$ cat config.mk
export PLATFORM = sky130hd
export DESIGN_NAME = accum_frame_ctrl_flat
export DESIGN_NICKNAME = d
export VERILOG_FILES = /design/src/rtl/accum_frame_pkg.sv /design/src/rtl/accum_frame_ctrl_if.sv /design/src/rtl/accum_feed_fifo.sv /design/src/rtl/accum_frame_ctrl.sv /design/src/flat_wrapper.sv
export SDC_FILE = /design/constraint.sdc
export NUM_CORES = 1
export LEC_CHECK = 0
export CELL_PAD_IN_SITES_DETAIL_PLACEMENT = 0
export CELL_PAD_IN_SITES_GLOBAL_PLACEMENT = 2
export CORE_ASPECT_RATIO = 1.4
export CORE_UTILIZATION = 36
export DETAILED_ROUTE_END_ITERATION = 16
export GPL_TIMING_DRIVEN = 0
export PLACE_DENSITY_LB_ADDON = 0.1
export SYNTH_ARGS = -nofsm -noshare
export SYNTH_HDL_FRONTEND = slang
export SYNTH_SLANG_ARGS = --single-unit
export TNS_END_PERCENT = 30
$ cat constraint.sdc
create_clock -name clk -period 3.22 [get_ports clk]
set_clock_uncertainty 0.1 [all_clocks]
set_input_delay 0.483 -clock clk [delete_from_list [all_inputs] [get_ports clk]]
set_output_delay 0.483 -clock clk [all_outputs]
set_load 0.02 [all_outputs]
$ cat src/rtl/accum_frame_pkg.sv
// Shared types and sizing helpers for the accumulator frame controller.
package accum_frame_pkg;

  typedef enum logic {FEED, DUMP} state_t;

  localparam int DEF_WIDTH     = 16;
  localparam int DEF_FRAME_LEN = 8;

  function automatic int cnt_width(input int n);
    return (n <= 1) ? 1 : $clog2(n);
  endfunction

  localparam int DEF_CNT_W = cnt_width(DEF_FRAME_LEN);

endpackage

$ cat src/rtl/accum_frame_ctrl_if.sv
// Bundle of the sample stream, accumulator drive/readback and result stream.
interface accum_frame_ctrl_if #(parameter int WIDTH = accum_frame_pkg::DEF_WIDTH);

  logic             s_valid;
  logic             s_ready;
  logic [WIDTH-1:0] s_data;
  logic [WIDTH-1:0] acc_in;
  logic             acc_clear;
  logic [WIDTH-1:0] acc_out;
  logic             m_valid;
  logic             m_ready;
  logic [WIDTH-1:0] m_data;
  logic             m_overflow;

  // The controller is the slave side; the surrounding system is the master.
  modport slave (
    input  s_valid, s_data, acc_out, m_ready,
    output s_ready, acc_in, acc_clear, m_valid, m_data, m_overflow
  );

  modport master (
    output s_valid, s_data, acc_out, m_ready,
    input  s_ready, acc_in, acc_clear, m_valid, m_data, m_overflow
  );

endinterface

$ cat src/rtl/accum_feed_fifo.sv
// Synchronous FIFO feeding the accumulator; head is the oldest entry, no bypass.
module accum_feed_fifo #(
  parameter int WIDTH = 16,
  parameter int DEPTH = 4
) (
  input  logic             clk,
  input  logic             reset,
  input  logic             push,
  input  logic [WIDTH-1:0] push_data,
  input  logic             pop,
  output logic [WIDTH-1:0] head,
  output logic             full,
  output logic             empty
);

  localparam int AW = $clog2(DEPTH);

  logic [WIDTH-1:0] mem [DEPTH];
  logic [AW:0]      wr_ptr;
  logic [AW:0]      rd_ptr;

  // Extra pointer bit distinguishes full from empty when the indices match.
  assign empty = (wr_ptr == rd_ptr);
  assign full  = (wr_ptr[AW] != rd_ptr[AW]) && (wr_ptr[AW-1:0] == rd_ptr[AW-1:0]);
  assign head  = mem[rd_ptr[AW-1:0]];

  always_ff @(posedge clk) begin
    if (reset) begin
      wr_ptr <= '0;
      rd_ptr <= '0;
    end else begin
      if (push && !full) wr_ptr <= wr_ptr + 1'b1;
      if (pop && !empty) rd_ptr <= rd_ptr + 1'b1;
    end
  end

  always_ff @(posedge clk) begin
    if (!reset && push && !full) mem[wr_ptr[AW-1:0]] <= push_data;
  end

endmodule

$ cat src/rtl/accum_frame_ctrl.sv
// Feeds FRAME_LEN buffered samples into an external accumulator, then captures
// its sum with a sticky carry flag and clears it; one DUMP bubble per frame.
module accum_frame_ctrl
  import accum_frame_pkg::*;
#(
  parameter int WIDTH     = DEF_WIDTH,
  parameter int DEPTH     = 4,
  parameter int FRAME_LEN = DEF_FRAME_LEN
) (
  input  logic                 clk,
  input  logic                 reset,
  accum_frame_ctrl_if.slave    bus
);

  localparam int CW = cnt_width(FRAME_LEN);

  state_t           state_q, state_d;
  logic [CW-1:0]    count;
  logic             ovf;
  logic             m_valid_q;
  logic [WIDTH-1:0] m_data_q;
  logic             m_ovf_q;

  logic             push, pop, dump_fire, last;
  logic             full, empty;
  logic [WIDTH-1:0] head;
  logic [WIDTH:0]   sum_wide;

  accum_feed_fifo #(.WIDTH(WIDTH), .DEPTH(DEPTH)) u_fifo (
    .clk       (clk),
    .reset     (reset),
    .push      (push),
    .push_data (bus.s_data),
    .pop       (pop),
    .head      (head),
    .full      (full),
    .empty     (empty)
  );

  assign bus.s_ready    = !full && !reset;
  assign push           = bus.s_valid && bus.s_ready;
  assign last           = (count == CW'(FRAME_LEN - 1));
  assign sum_wide       = {1'b0, bus.acc_out} + {1'b0, head};
  assign bus.acc_in     = pop ? head : '0;
  assign bus.acc_clear  = reset || dump_fire;
  assign bus.m_valid    = m_valid_q;
  assign bus.m_data     = m_data_q;
  assign bus.m_overflow = m_ovf_q;

  always_ff @(posedge clk) begin
    if (reset) state_q <= FEED;
    else       state_q <= state_d;
  end

  always_comb begin
    state_d   = state_q;
    pop       = 1'b0;
    dump_fire = 1'b0;
    case (state_q)
      FEED: begin
        pop = !empty;
        if (pop && last) state_d = DUMP;
      end
      DUMP: begin
        // acc_out now holds the complete frame sum; wait for the output slot.
        dump_fire = !m_valid_q || bus.m_ready;
        if (dump_fire) state_d = FEED;
      end
      default: state_d = FEED;
    endcase
  end

  always_ff @(posedge clk) begin
    if (reset) begin
      count     <= '0;
      ovf       <= 1'b0;
      m_valid_q <= 1'b0;
      m_data_q  <= '0;
      m_ovf_q   <= 1'b0;
    end else begin
      if (pop) begin
        count <= last ? '0 : count + CW'(1);
        ovf   <= ovf | sum_wide[WIDTH];
      end
      if (dump_fire) begin
        m_data_q  <= bus.acc_out;
        m_ovf_q   <= ovf;
        m_valid_q <= 1'b1;
        ovf       <= 1'b0;
      end else if (m_valid_q && bus.m_ready) begin
        m_valid_q <= 1'b0;
      end
    end
  end

endmodule

$ cat src/flat_wrapper.sv
// flat-port wrapper written by rule: the top's interface ports become plain ports
module accum_frame_ctrl_flat import accum_frame_pkg::*;
#(
  parameter int WIDTH     = DEF_WIDTH,
  parameter int DEPTH     = 4,
  parameter int FRAME_LEN = DEF_FRAME_LEN
)
  (clk, reset, bus_s_valid, bus_s_data, bus_acc_out, bus_m_ready, bus_s_ready, bus_acc_in, bus_acc_clear, bus_m_valid, bus_m_data, bus_m_overflow);
  accum_frame_ctrl_if #(.WIDTH(WIDTH)) bus_i ();
  input  logic clk;
  input  logic reset;
  input wire logic [$bits(bus_i.s_valid)-1:0] bus_s_valid;
  input wire logic [$bits(bus_i.s_data)-1:0] bus_s_data;
  input wire logic [$bits(bus_i.acc_out)-1:0] bus_acc_out;
  input wire logic [$bits(bus_i.m_ready)-1:0] bus_m_ready;
  output wire logic [$bits(bus_i.s_ready)-1:0] bus_s_ready;
  output wire logic [$bits(bus_i.acc_in)-1:0] bus_acc_in;
  output wire logic [$bits(bus_i.acc_clear)-1:0] bus_acc_clear;
  output wire logic [$bits(bus_i.m_valid)-1:0] bus_m_valid;
  output wire logic [$bits(bus_i.m_data)-1:0] bus_m_data;
  output wire logic [$bits(bus_i.m_overflow)-1:0] bus_m_overflow;
  assign bus_i.s_valid = bus_s_valid;
  assign bus_i.s_data = bus_s_data;
  assign bus_i.acc_out = bus_acc_out;
  assign bus_i.m_ready = bus_m_ready;
  assign bus_s_ready = bus_i.s_ready;
  assign bus_acc_in = bus_i.acc_in;
  assign bus_acc_clear = bus_i.acc_clear;
  assign bus_m_valid = bus_i.m_valid;
  assign bus_m_data = bus_i.m_data;
  assign bus_m_overflow = bus_i.m_overflow;
  accum_frame_ctrl #(.WIDTH(WIDTH), .DEPTH(DEPTH), .FRAME_LEN(FRAME_LEN)) u_core (.clk(clk), .reset(reset), .bus(bus_i));
endmodule
# Word-level counts from Yosys, hierarchy flattened

Memory sizes are Yosys's and may differ from the RTL's. A register that Yosys moved wholly into a read port is not among the register bits.
Index checks and enable logic that the tools add are counted.

Logic and storage cells: 49
Memories kept: 1
Input bits: 36
Output and inout bits: 36
Bits in writable memories: 64
Bits in registers: 29

Memories:

| memory            | depth | width | rd ports | clocked after Yosys merged registers in | write ports | RTL line              | RTL |
|---|---|---|---|---|---|---|---|
| u_core.u_fifo.mem | 4     | 16    | 1        | 1                                       | 1           | accum_feed_fifo.sv:18 | `logic [WIDTH-1:0] mem [DEPTH];` |

Add/sub/neg operators: 4
Reductions and logical operators: 17
Bitwise logic cells: 2
Eq/ne operators: 4
Muxes and demuxes: 13

Operators with widths:

| kind                                                           | count |
|---|---|
| 16-bit by 16-bit adder with 17-bit output                      | 1 |
| 16-bit 2-to-1 mux                                              | 1 |
| 3-bit by 1-bit adder with 3-bit output (second input constant) | 3 |
| 1-bit logical AND                                              | 9 |
| 1-bit 2-to-1 mux                                               | 8 |
| 1-bit logical NOT                                              | 4 |
| 2-bit 2-to-1 mux                                               | 2 |
| 3-bit == test                                                  | 1 |
| 3-bit == test (second input constant)                          | 1 |
| 3-bit 2-to-1 mux                                               | 1 |
| 2-bit == test                                                  | 1 |
| 1-bit logical OR                                               | 2 |
| 1-bit case mux with 2 select lines                             | 1 |
| 2-bit nonzero test                                             | 1 |
| 2-bit OR reduction                                             | 1 |
| 1-bit inequality test                                          | 1 |
| 1-bit NOT                                                      | 1 |
| 1-bit OR                                                       | 1 |

# Logic depth before layout (Yosys ltp)

Gate-level depths: netlist of the first run.

Depth after elaboration: 9
Gate-level depth with buffers: 8
Mapped depth without buffers: 6

# Hierarchy

A second synthesis of the first run with hierarchy kept.

Cell total of the unflattened synthesis: 310
Area total of the unflattened synthesis: 4149.0 µm²

Modules (own cells, without submodules):

| module           | seq. area each (µm²) | area an instance (µm²) | instances | cells an instance |
|---|---|---|---|---|
| accum_feed_fifo  | 2082.0               | 2877.8                 | 1         | 152 |
| accum_frame_ctrl | 460.4                | 1271.2                 | 1         | 158 |

# Worst setup path before layout of the first run

Ideal clock, no wire load.

Kind: reg2reg
Start: register (tool-made name)
End: register u_core.ovf
Period minus slack after synthesis: 2.408 ns
Arrival time: 2.189 ns
Slack: 0.812 ns
Data required time: 3.001 ns
Cell stages (with the launch flop): 9
Cells stage by stage: dfxtp_1 -> buf_6 -> buf_2 -> mux4_2 -> ha_1 -> a211oi_1 -> o21a_1 -> o32ai_1 -> o221a_1

RTL lines:

| element              | RTL line               | RTL |
|---|---|---|
| end signal, assigned | accum_frame_ctrl.sv:83 | `ovf <= ovf \| sum_wide[WIDTH];` |
| end, declared        | accum_frame_ctrl.sv:19 | `logic ovf;` |

==> out/metrics.yaml, run 1 <==
power.density_nw_per_um2: 761
gp_congestion: 0.707
min_path_type: "flip-flop to flip-flop"
synth_area_leaders: "edfxtp_1 48%, dfxtp_1 15%, ha_1 6.9%"
critPathMaxFanout: 10
yosys.area.top_type: "edfxtp_1"
clkTransAtPathRegs_ns: 0.07
critPathLaunchType: "flip-flop"
met1_length_um: 3510
cts_buffers: 9
vias: 2453
antenna_found_initial: 0
netlist_area_um2: 4010
yosysSeqAreaShare_pct: 63.4
maxCapViolations: 0
synth.distinct_cells: 37
hpwl_um: 5930
grt_pass1_wl_um: 13200
critPathCaptureType: "output pin"
postCtsSetupRepairBufs: 0
io_buffers: 71
tns_ns: 0
status: "completed"
drt_iter0_markers: 69
cp.required_ns: 2.64
start_util_pct: 36.9
async_flop_share_pct: 0
dr.pass1.iters: 4
wl_per_cell_um: 15.9
dieArea_um2: 11600
final_cells: 508
p_total_mw: 3.95
nNetsFinal: 420
synthCells: 280
grt_max_degree: 19
clock_latency_ns: 0.34
ys.flop_type: "edfxtp_1"
ctsHoldBuffers: 0
power.leakage_nw: 1.79
die_y_um: 127
avgSynthCellArea_um2: 14.3
synth_warnings: 0
cp.arrival_ns: 2.48
route.met3.wl_um: 323
layout_min_cycle_time_ns: 3.07
criticalPathCategory: "flip-flop to output pin"
drv_slew: 0
tightestPinTransition_ns: 0.934
synth-edff-count: 64
cts_tree: "built"
gr-usage-all-layers_pct: 15.4
ys_seq_elements: 95
placedCellCount: 492
top_layer: "met4"
ios: 72
vdd_ir_drop_max_mv: 0.424
synth_top_area_share_pct: 47.9
holdWs_ns: 0.351
core-area_um2: 10900
fmax_ghz: 0.326
rsz0062_at_grt: "no"
drc: 0
wl_met2_um: 4100
r2r_slack_ns: 0.53
setup_viol: 0
slew_headroom_pct: 37.7
cts.htree.levels: 3
clock-sinks: 95
diodes: 0
drive_gt1_share_pct: 9.81
areaGrowthSynthToFinish_pct: 29.5
min_period_over_period_pct: 95.3
num_rows: 45
fin_util_pct: 47.8
clock_path_buffers: 2
vias_per_cell: 4.83
cts-root-buf: "clkbuf_16"
hold_viol_final: 0
antenna_left: 0
grt-ovfl-total: 0
die_x_um: 91.2
grt_pass1_vias: 2500
syn_nets: 338
wirelength_um: 8070
## cells by family after synthesis
kind of cell / synth area share [%]
flops: 63.4
simple gates: 8.86
compound gates: 7.21
fa+ha+maj: 6.86
mux: 10.4
buf+inv: 2.03
xor+xnor: 1.31
## worst paths after layout
kind	startpoint	end	cells past startpoint
worst max-delay path	flip-flop	bus_acc_in[13]	5
worst min-delay path	u_core.bus.m_data[10]	u_core.bus.m_data[10]	2
worst max register to register	flip-flop	u_core.ovf	8
worst min register to register	u_core.bus.m_data[10]	u_core.bus.m_data[10]	2
## routing by layer
layer / up-vias / GRT usage (%)
met1: 1177 / 19.3
met3: 10 / 4.02
met4: 0 / 5.60
li1: 1209 / -
met5: - / 0
met2: 57 / 25.8
## synth_stat cells, types with 4 or more instances
| cell type | number |
|---|---|
| inv_1 | 7 |
| nand2_1 | 37 |
| a211oi_1 | 4 |
| nor2_1 | 11 |
| clkbuf_1 | 8 |
| dfxtp_1 | 31 |
| a21oi_1 | 21 |
| mux2i_1 | 4 |
| edfxtp_1 | 64 |
| and2_1 | 21 |
| ha_1 | 22 |
| mux4_2 | 12 |
| xnor2_1 | 5 |
| mux4_1 | 4 |
## cells in the final DEF, fill, tap and decap left out, types with 2 or more instances in the layout
cell type and count:
a211o_1 2, a211oi_1 4, a21oi_1 21, and2_1 21, buf_2 2, clkbuf_1 7, clkbuf_16 9, clkdlybuf4s50_1 71
dfxtp_1 31, edfxtp_1 64, ha_1 22, inv_1 7, inv_6 4, mux2i_1 4, mux4_1 4, mux4_2 12
nand2_1 37, nand4_1 3, nor2_1 11, o21a_1 3, xnor2_1 5
## per-stage QoR
| stage | instance area (um2) | worst slack, ns |
|---|---|---|
| finish | 5200 | 0.152 |
| global route | 5200 | 0.0223 |
| CTS | 5190 | 0.0354 |
| detailed placement | 4900 | 0.218 |
| global placement | 4900 | 0.166 |
| floorplan | 4010 | 0.812 |
## sequential cells by signal, summed over array words and instances (netlist names), named ones only
name and count:
u_core.bus.m_data 16, u_core.bus.m_overflow 1, u_core.bus.m_valid 1, u_core.count 3
u_core.ovf 1, u_core.state_q 1, u_core.u_fifo.mem 64, u_core.u_fifo.rd_ptr 3
u_core.u_fifo.wr_ptr 3
## final cells by class
class	instances	area (um2)
Buffer	12	56.3
Timing Repair Buffer	71	711
Clock inverter	7	62.6
Multi-Input combinational cell	166	1400
Clock buffer	9	225
Inverter	7	26.3
Tap cell	141	176
Fill cell	1014	5670
Sequential cell	95	2540
## worst max-delay path, cell delays in order, from the launching register on
cell	delay [ns]
dfxtp_1	0.32
buf_6	0.14
buf_2	0.34
mux4_2	0.61
and2_1	0.19
clkdlybuf4s50_1	0.53
## timing repair
action / CTS / global route
pin swaps: 0 / 0
setup endpoints to repair: 10 / 11
gates resized for setup: 1 / 1
## report_power, final
group / leakage (nW) / switching, mW / total, mW / internal (mW)
combinational: 0.820 / 0.771 / 1.51 / 0.735
sequential: 0.833 / 0.0427 / 1.42 / 1.38
clock: 0.139 / 0.481 / 1.02 / 0.541
total: 1.79 / 1.29 / 3.95 / 2.66
No activity file was read; power rests on OpenSTA's default activity.
==> inputs of run 2 (changes only) <==
--- a/config.mk
+++ b/config.mk
@@ -8,8 +8,9 @@
 export CELL_PAD_IN_SITES_DETAIL_PLACEMENT = 0
 export CELL_PAD_IN_SITES_GLOBAL_PLACEMENT = 2
 export CORE_ASPECT_RATIO = 1.4
-export CORE_UTILIZATION = 36
+export CORE_UTILIZATION = 43
 export DETAILED_ROUTE_END_ITERATION = 16
+export DONT_BUFFER_PORTS = 1
 export GPL_TIMING_DRIVEN = 0
 export PLACE_DENSITY_LB_ADDON = 0.1
 export SYNTH_ARGS = -nofsm -noshare
==> out/metrics.yaml, run 2 (synthesis results as in run 1) <==
status: "completed"
wirelength_um: 7440
fmax_ghz: 0.340
r2r_slack_ns: 0.28
tns_ns: 0
cpMostUsedCell: "clkbuf_1"
cts.repair.resized: 0
die_x_um: 83.6
tightestPinTransition_ns: 0.919
cp_slowest_cell: "clkbuf_1"
cp.required_ns: 3.40
vdd_ir_drop_max_mv: 0.433
cp.arrival_ns: 3.12
dieArea_um2: 9720
fin_util_pct: 49.1
critPathBufInv: 2
clock-sinks: 95
cts_buffers: 9
dp_worst_setup_slack_ns: 0.244
ios: 72
layout_min_cycle_time_ns: 2.94
clkTransAtPathRegs_ns: 0.07
power.leakage_nw: 1.52
grt_pass1_wl_um: 11700
antenna_found_initial: 0
vias_per_cell: 5.44
fill_cells: 818
critPathCaptureType: "flip-flop"
io_buffers: 0
grt-ovfl-total: 0
holdWs_ns: 0.136
grt_pass1_vias: 2218
hpwl_um: 5370
dr.pass1.iters: 4
antenna_left: 0
critPathMaxFanout: 10
drt_iter0_markers: 51
cp_top_family: "buffers and inverters"
areaGrowthSynthToFinish_pct: 10.5
slew_headroom_pct: 38.7
grt_max_degree: 18
final_common_cell: "edfxtp_1"
min_period_over_period_pct: 91.3
ctsHoldBuffers: 0
largest_reg_flops: 64
min_path_type: "primary input to flip-flop"
cts_tree: "built"
postCtsSetupRepairBufs: 0
crit_path_cell_trace: "clkbuf_1 -> clkbuf_1 -> mux4_2 -> ha_1 -> nand4_1 -> o41ai_1 -> o221a_1"
num_rows: 41
gp_congestion: 0.747
start_util_pct: 44.4
wl_per_cell_um: 18.5
nNetsFinal: 349
hold_viol_final: 0
p_total_mw: 3.62
drv_slew: 0
drc: 0
criticalPathCategory: "flip-flop to flip-flop"
clock_latency_ns: 0.34
setup_viol: 0
clock_path_buffers: 2
maxCapViolations: 0
core-area_um2: 9030
diodes: 0
gr-usage-all-layers_pct: 16.3
worst_slack_ns: 0.281
critPathLaunchType: "flip-flop"
cts-root-buf: "clkbuf_16"
slowest_delay_ns: 0.55
mostFrequentLayoutCells: "64 x edfxtp_1, 37 x nand2_1, 31 x dfxtp_1, 22 x ha_1"
die_y_um: 116
cts.htree.levels: 3
rsz0062_at_grt: "no"
power.density_nw_per_um2: 817
drive_gt1_share_pct: 11.1
vias: 2192
[run 2: worst paths after layout]
check,startpoint,to,cells after the start
worst min-delay path,bus_s_data[9],u_core.u_fifo.mem[1][9],0
worst max-delay path,flip-flop,u_core.ovf,7
worst min register to register,u_core.ovf,u_core.bus.m_overflow,2
worst max register to register,flip-flop,u_core.ovf,7
[run 2: report_power, final]
| group | switching [mW] | total (mW) | internal, mW |
|---|---|---|---|
| clock network | 0.429 | 1.03 | 0.598 |
| logic | 0.712 | 1.17 | 0.457 |
| registers | 0.0440 | 1.43 | 1.38 |
[run 2: worst reg2reg max path, cell delays in order, from the launching register on]
cell and delay [ns]:
dfxtp_1 0.31, clkbuf_1 0.30, clkbuf_1 0.55, mux4_2 0.46, ha_1 0.32, nand4_1 0.16, o41ai_1 0.45, o221a_1 0.24
[run 2: area by class of cell]
class	count	area (um2)	area share (%)
plain buffers	12	55.1	1.24
clock buffers	10	229	5.16
clock inverters	6	60.1	1.35
inverters	7	26.3	0.593
multi-input cells	166	1390	31.3
flip-flops and latches	95	2540	57.3
well taps	107	134	3.02
[run 2: per-stage QoR]
step,area (um2),std cells
2_1_floorplan,4010,280
6_report,4430,403
3_5_place_dp,4150,387
5_1_grt,4430,403
3_3_place_gp,4150,387
4_1_cts,4430,403
[run 2: per-layer routing]
layer  vias up  global-route usage (%)  share of wire (%)
met3        11                    3.89                5.1
li1       1068                       -                  -
met2        55                    28.6                 52
met1      1058                    18.7                 41
met5         -                       0                  0
met4         0                    8.47                1.9
